$ cat config.mk
export PLATFORM = sky130hd
export DESIGN_NAME = register_bank
export DESIGN_NICKNAME = d
export VERILOG_FILES = /design/src/rtl/register_bank_pkg.sv /design/src/rtl/register_bank_cell.sv /design/src/rtl/register_bank.sv
export SDC_FILE = /design/constraint.sdc
export NUM_CORES = 2
export LEC_CHECK = 0
export CAP_MARGIN = 30
export CORE_MARGIN = 2
export CORE_UTILIZATION = 40
export DETAILED_ROUTE_END_ITERATION = 10
export HOLD_SLACK_MARGIN = 0.15
export PLACE_DENSITY = 0.61
export SLEW_MARGIN = 20
export SYNTH_ARGS = -nofsm -noshare
export SYNTH_HDL_FRONTEND = slang
export SYNTH_SLANG_ARGS = --single-unit
$ cat constraint.sdc
create_clock -name clk -period 4.8 [get_ports clk]
set_input_delay 0.96 -clock clk [delete_from_list [all_inputs] [get_ports clk]]
set_output_delay 0.96 -clock clk [all_outputs]
set_load 0.05 [all_outputs]
$ cat src/rtl/register_bank_pkg.sv
// register_bank_pkg
// Shared constants and helpers for the register bank slice.
//   DEFAULT_WIDTH : default data bits per register
//   DEFAULT_DEPTH : default number of registers
//   clog2()       : ceiling log2, minimum result 1, for address widths
package register_bank_pkg;

    localparam int unsigned DEFAULT_WIDTH = 32;
    localparam int unsigned DEFAULT_DEPTH = 32;

    function automatic int unsigned clog2(input int unsigned n);
        int unsigned r;
        r = 0;
        while ((32'd1 << r) < n) r++;
        return (r == 0) ? 1 : r;
    endfunction

endpackage

$ cat src/rtl/register_bank_cell.sv
// register_bank_cell
// One WIDTH-bit storage register of the bank.
// Ports:
//   clk   in  rising-edge clock
//   rst_n in  asynchronous active-low reset, zeroes q
//   clear in  synchronous clear, priority over en
//   en    in  load enable
//   d     in  WIDTH  load data
//   q     out WIDTH  stored value
module register_bank_cell
    import register_bank_pkg::*;
#(
    parameter int unsigned WIDTH = DEFAULT_WIDTH
) (
    input  logic             clk,
    input  logic             rst_n,
    input  logic             clear,
    input  logic             en,
    input  logic [WIDTH-1:0] d,
    output logic [WIDTH-1:0] q
);

    always_ff @(posedge clk or negedge rst_n) begin
        if (!rst_n) begin
            q <= '0;
        end else if (clear) begin
            q <= '0;
        end else if (en) begin
            q <= d;
        end
    end

endmodule

$ cat src/rtl/register_bank.sv
// register_bank
// DEPTH x WIDTH register file with two combinational read ports and a busy
// (outstanding producer) bit per register.
// Optional feature: define REGISTER_BANK_BYPASS_EN to forward the write data
// (and the resulting busy state) to a read port addressing the register being
// written in the same cycle.
// Ports:
//   clk       in  rising-edge clock
//   rst_n     in  asynchronous active-low reset
//   clear     in  synchronous clear of all data and busy bits
//   we        in  write enable
//   waddr     in  AW     write address
//   wdata     in  WIDTH  write data
//   raddr_a   in  AW     read port A address
//   rdata_a   out WIDTH  read port A data
//   raddr_b   in  AW     read port B address
//   rdata_b   out WIDTH  read port B data
//   busy_set  in  mark busy_addr busy
//   busy_addr in  AW     register to mark busy
//   busy_a    out busy bit of raddr_a
//   busy_b    out busy bit of raddr_b
module register_bank
    import register_bank_pkg::*;
#(
    parameter int unsigned WIDTH    = DEFAULT_WIDTH,
    parameter int unsigned DEPTH    = DEFAULT_DEPTH,
    parameter int unsigned ZERO_REG = 1,
    localparam int unsigned AW      = clog2(DEPTH)
) (
    input  logic             clk,
    input  logic             rst_n,
    input  logic             clear,
    input  logic             we,
    input  logic [AW-1:0]    waddr,
    input  logic [WIDTH-1:0] wdata,
    input  logic [AW-1:0]    raddr_a,
    output logic [WIDTH-1:0] rdata_a,
    input  logic [AW-1:0]    raddr_b,
    output logic [WIDTH-1:0] rdata_b,
    input  logic             busy_set,
    input  logic [AW-1:0]    busy_addr,
    output logic             busy_a,
    output logic             busy_b
);

    // Storage spans the full address space; entries that are out of range or
    // hardwired to zero are constant 0, so reads need no range check.
    localparam int unsigned NR = 1 << AW;

    logic [WIDTH-1:0] regs [NR];
    logic [NR-1:0]    busy_q;
    logic [NR-1:0]    busy_next;
    logic             wr_ok;
    logic             bs_ok;

    function automatic logic addr_ok(input logic [AW-1:0] a);
        return (32'(a) < DEPTH) && !((ZERO_REG != 0) && (a == '0));
    endfunction

    assign wr_ok = we && addr_ok(waddr);
    assign bs_ok = busy_set && addr_ok(busy_addr);

    for (genvar i = 0; i < NR; i++) begin : g_reg
        if ((i >= int'(DEPTH)) || ((ZERO_REG != 0) && (i == 0))) begin : g_zero
            assign regs[i] = '0;
        end else begin : g_cell
            register_bank_cell #(.WIDTH(WIDTH)) u_cell (
                .clk   (clk),
                .rst_n (rst_n),
                .clear (clear),
                .en    (wr_ok && (waddr == AW'(i))),
                .d     (wdata),
                .q     (regs[i])
            );
        end
    end

    // busy_set is applied after the write-clear so a new producer wins.
    always_comb begin
        busy_next = busy_q;
        for (int unsigned i = 0; i < NR; i++) begin
            if (wr_ok && (32'(waddr) == i))     busy_next[i] = 1'b0;
            if (bs_ok && (32'(busy_addr) == i)) busy_next[i] = 1'b1;
        end
    end

    always_ff @(posedge clk or negedge rst_n) begin
        if (!rst_n) begin
            busy_q <= '0;
        end else if (clear) begin
            busy_q <= '0;
        end else begin
            busy_q <= busy_next;
        end
    end

`ifdef REGISTER_BANK_BYPASS_EN
    logic fwd_a;
    logic fwd_b;

    // Forwarding is suppressed in reset and on clear, when no write lands.
    assign fwd_a = rst_n && !clear && wr_ok && (waddr == raddr_a);
    assign fwd_b = rst_n && !clear && wr_ok && (waddr == raddr_b);

    always_comb begin
        rdata_a = fwd_a ? wdata : regs[raddr_a];
        rdata_b = fwd_b ? wdata : regs[raddr_b];
        busy_a  = fwd_a ? (bs_ok && (busy_addr == raddr_a)) : busy_q[raddr_a];
        busy_b  = fwd_b ? (bs_ok && (busy_addr == raddr_b)) : busy_q[raddr_b];
    end
`else
    always_comb begin
        rdata_a = regs[raddr_a];
        rdata_b = regs[raddr_b];
        busy_a  = busy_q[raddr_a];
        busy_b  = busy_q[raddr_b];
    end
`endif

endmodule

After elaboration in Yosys (flattened, before gate mapping)
Cells that the tools add are included.

Register bits: 1024. Latch bits: 0. Memory bits (writable): 0. ROM bits: 0. Input bits: 57. Word-level logic and storage cells: 401. Memories: 0.

Add/subtract/negate cells: 0. $mul: 0. Divide/modulo/power cells: 0. Order comparisons: 4. Equal/unequal tests: 62. Shift-type cells: 0. Multiplexer cells: 137. Bitwise operators: 2. Reductions and logical operators: 133.

Operators with widths (number): $mux 32 (67); $bmux 32 s5 (2); $eq 5x5->1 const B (32); $reduce_bool 3->1 (32); $eq 5x4->1 const B (16); $logic_and 1x1->1 (66); $mux 1 (66); $reduce_bool 2->1 (31); $eq 5x3->1 const B (8); $eq 5x2->1 const B (4); $ge 6x6->1 const B (2); $lt 5x6->1 const B (2); $not 5->6 (2); $bmux 1 s5 (2); $eq 5x1->1 const B (2); $logic_not 5->1 (2); $logic_not 1->1 (2).

Depth between registers and ports, before layout
Word-level depth: 7. Mapped depth: 9. Mapped depth without buffers: 4.

Modules after synthesis
Synthesis repeated with hierarchy kept, for this count alone.

Cells, all modules: 4830. Area, all modules: 59074.2 um2.

Modules (own cells, without submodules): register_bank_cell (times used 31, cells an instance 103, area each 1323.8 um2, sequential area each 800.8 um2); register_bank (times used 1, cells an instance 1637, area each 18037.3 um2, sequential area each 800.8 um2).

Worst setup path after synthesis
Ideal clock, no wire load.

Kind: input to output. Start point: input raddr_b[0]. End point: output rdata_b[0]. Data arrival time: 3.382 ns. Data required time: 3.840 ns. Slack: 0.458 ns. Cell stages on the path: 8. Path buffers: 5. Cell sequence: buf_2 > buf_2 > buf_4 > buf_4 > buf_1 > a22o_1 > a211oi_1 > o31ai_1.

Cells in the longest elaborated chain, start to end: 4.

RTL lines: start, declared (line register_bank.sv:38) `input logic [AW-1:0] raddr_b,`; $not 5->6 (implied by the code) (line register_bank.sv:114) `rdata_b = regs[raddr_b];`; $bmux 32 s5 (line register_bank.sv:114); $mux 32 (implied by the code) (2 in a row) (line register_bank.sv:114); end, declared (line register_bank.sv:39) `output logic [WIDTH-1:0] rdata_b,`.

No other way between the ends. The select of a mux whose other input is x is not followed.

Worst setup path after layout
Start point: input raddr_b[0]. End point: output rdata_b[16].

The elaborated chain is that of the path after synthesis.

==> impl_metrics.env <==
export IMPL_status="finished with violations"
export IMPL_violations="negative setup slack"
export IMPL_syn2layout_area_growth_pct=15.21
export IMPL_fin_util_pct=46.46
export IMPL_dieArea_sq_um=145800
export IMPL_place_ws_ns=0.09743
export IMPL_start_util_pct=40.33
export IMPL_synthSimpleGateAreaFrac_pct=14.93
export IMPL_holdWs_ns=0.2836
export IMPL_worstSetupEndpointType="output pin"
export IMPL_tns_ns=-0.01428
export IMPL_yosys_top_cells_count="2022 x nand2_1, 1024 x dfrtp_1, 995 x a21oi_1, 505 x clkbuf_1, 404 x mux4_2"
export IMPL_wl_um=220000
export IMPL_drc=0
export IMPL_ys_flop_type="dfrtp_1"
export IMPL_dp_hpwl_um=133100
export IMPL_hp_class="in2async"
export IMPL_yosys_cell_types_count=39
export IMPL_syn_nets=6042
export IMPL_numCtsBuffers=109
export IMPL_clock_skew_ns=0
export IMPL_avgSynthCellArea_sq_um=9.540
export IMPL_die_height_um=381.8
export IMPL_coreArea_sq_um=141600
export IMPL_final_nets=5923
export IMPL_hold_violations=0
export IMPL_maxCapViolCount=0
export IMPL_post_cts_buffers=0
export IMPL_synth_seq_cells=1024
export IMPL_yosysWarnings=0
export IMPL_fin_ws_ns=-0.01428
export IMPL_grt_pass1_wl_um=325700
export IMPL_synthDominantCellAreaShare_pct=44.88
export IMPL_drt_iter0_markers=6302
export IMPL_htree_num_levels=3
export IMPL_path_max_fanout=32
export IMPL_insertion_delay_ns=0.73
export IMPL_worst_slew_pin_slew_ns=1.191
export IMPL_synth_fa_ha_area_share_pct=0
export IMPL_ant_nets=0
export IMPL_cts_tree="yes"
export IMPL_grt_max_degree=137
export IMPL_required_ns=3.84
export IMPL_dr_pass1_iters=6
export IMPL_final_layout_size_suffix_gt1_share_pct=17.97
export IMPL_vias_per_cell=6.250
export IMPL_cp_arrival_ns=3.85
export IMPL_clk_pin_slew_ns=0.06
export IMPL_synth_edf_count=0
export IMPL_synth_most_common_cell="nand2_1"
export IMPL_synth_top_area_cell="dfrtp_1"
export IMPL_synth_async_reset_ratio_pct=100.0
export IMPL_clock_path_buffers=3
export IMPL_cts_root_buf="clkbuf_16"
export IMPL_synth_compound_area_share_pct=15.05
export IMPL_syn_area_sq_um=57090
export IMPL_synthMuxAreaShare_pct=20.60
export IMPL_fin_crit_ns=4.814
export IMPL_port_buffer_count=122
export IMPL_synth_top_family_by_area="multiplexers"
export IMPL_grt_overflow=0
export IMPL_boundaryPins=123
export IMPL_rows=138
export IMPL_path_class="in2out"
export IMPL_grt_pass1_vias=48258
export IMPL_synthTopCellsByArea="dfrtp_1 45%, mux4_2 16%, nand2_1 13%"
export IMPL_period_share_pct=100.3
export IMPL_p_leak_nw=25.92
export IMPL_vdd_drop_max_mv=0.3209
export IMPL_start_kind="primary input"
export IMPL_setup_viol=1
export IMPL_globalplace_congestion=0.9145
export IMPL_slew_headroom_pct=19.89
export IMPL_dp_cells=7641
export IMPL_clock_sinks=1024
export IMPL_antenna_found_initial=15
export IMPL_synthCells=5985
export IMPL_wl_per_cell_um=28.04
export IMPL_synth_xor_xnor_area_share_pct=0
export IMPL_max_freq_mhz=207.7
export IMPL_slew_violations=0
export IMPL_stdcell_count=7847
export IMPL_rsz0062_at_grt="false"
export IMPL_powerDensity_nw_per_um2=299.6
export IMPL_ys_seq_area_share_pct=44.88
export IMPL_track_usage_pct=29.82
export IMPL_vias=49043
export IMPL_die_width_um=381.8
[placed cells by master, fill, tap and decap left out, types with 4 or more instances in the layout]
master and count:
o21ai_0 64, clkbuf_16 113, clkinv_2 15, clkbuf_8 31, bufinv_16 8, nor2_1 10, mux4_2 404, mux2_2 66
nand2_1 1995, o31ai_1 64, a211oi_1 64, mux2i_1 192, nor2b_1 8, o32ai_1 20, o22ai_1 64, nor2b_4 6
nor2_4 22, buf_4 209, nand2_2 23, a22oi_1 5, buf_8 6, clkbuf_1 26, buf_12 129, nand2b_1 4
and2_1 66, clkdlybuf4s50_1 43, dfrtp_1 1024, a22o_1 192, nand2_4 4, and2_2 13, a21oi_1 995, inv_1 24
[layout make-up]
type	count	area (sq um)
clock inverter	30	385.4
fill	13053	75810
inverter	24	90.09
clock buffer	170	3352
timing repair buffer	396	4760
antenna	2	5.005
sequential	1024	25620
tap	1890	2365
multi-input combinational	4311	29200
[flip-flops by register name, indices dropped and copies added (netlist names)]
name	count
g.g_cell.u_cell.q	992
busy_q	32
[cells by family (layout without fill, tap and decap cells)]
group           after synthesis  count (layout)
compound gates             1472            1472
buf+inv                     650             620
flops                      1024            1024
mux                         662             662
other cells                   0               2
simple gates               2177            2177
[path summary, 6_finish.rpt]
| check | from | slack [ns] | cells after the start | to |
|---|---|---|---|---|
| max in group asynchronous | rst_n | 3.33 | 2 | g_reg[11].g_cell.u_cell.q[0] |
| min in group clk | g_reg[13].g_cell.u_cell.q[26] | 0.53 | 2 | g_reg[13].g_cell.u_cell.q[26] |
| worst max register to register | busy_q[11] | 3.96 | 2 | busy_q[11] |
| worst min register to register | g_reg[13].g_cell.u_cell.q[26] | 0.53 | 2 | g_reg[13].g_cell.u_cell.q[26] |
| worst max-delay path | raddr_b[0] | -0.01 | 7 | rdata_b[16] |
| worst min-delay path | rst_n | 0.28 | 1 | g_reg[19].g_cell.u_cell.q[24] |
[what timing repair did]
action,CTS,global route
endpoints found under the setup margin,0,1
resized for setup,0,1
hold buffers,0,0
[routing by layer]
layer / share of wire (%) / vias up / track usage, % / routed length (um)
met5: 0.10 / - / 0 / 227
met4: 5.2 / 28 / 14.28 / 11530
met3: 12 / 658 / 8.434 / 27040
met2: 45 / 3057 / 44.95 / 98310
met1: 38 / 24549 / 39.62 / 82930
li1: - / 20751 / - / -
[report_power, final]
part,internal [mW],total [mW],switching [mW]
clock,5.21,8.95,3.74
sequential,8.69,8.74,0.0476
combinational,0.618,2.02,1.40
total,14.5,19.7,5.19
[critical path: stages]
cell	delay (ns)
buf_8	0.34
buf_4	0.30
mux4_2	0.51
a22o_1	0.27
o21ai_0	0.79
o31ai_1	0.38
buf_12	0.26
[metrics by stage]
| step | power (mW) | area [sq um] |
|---|---|---|
| final | 19.71 | 65780 |
| after global routing | 20.21 | 65780 |
| after CTS | 19.76 | 65740 |
| after detailed placement | 10.88 | 62000 |
| after global placement | 10.86 | 61800 |
| after floorplan | 9.903 | 57090 |
(Power assumes the default switching activity.)
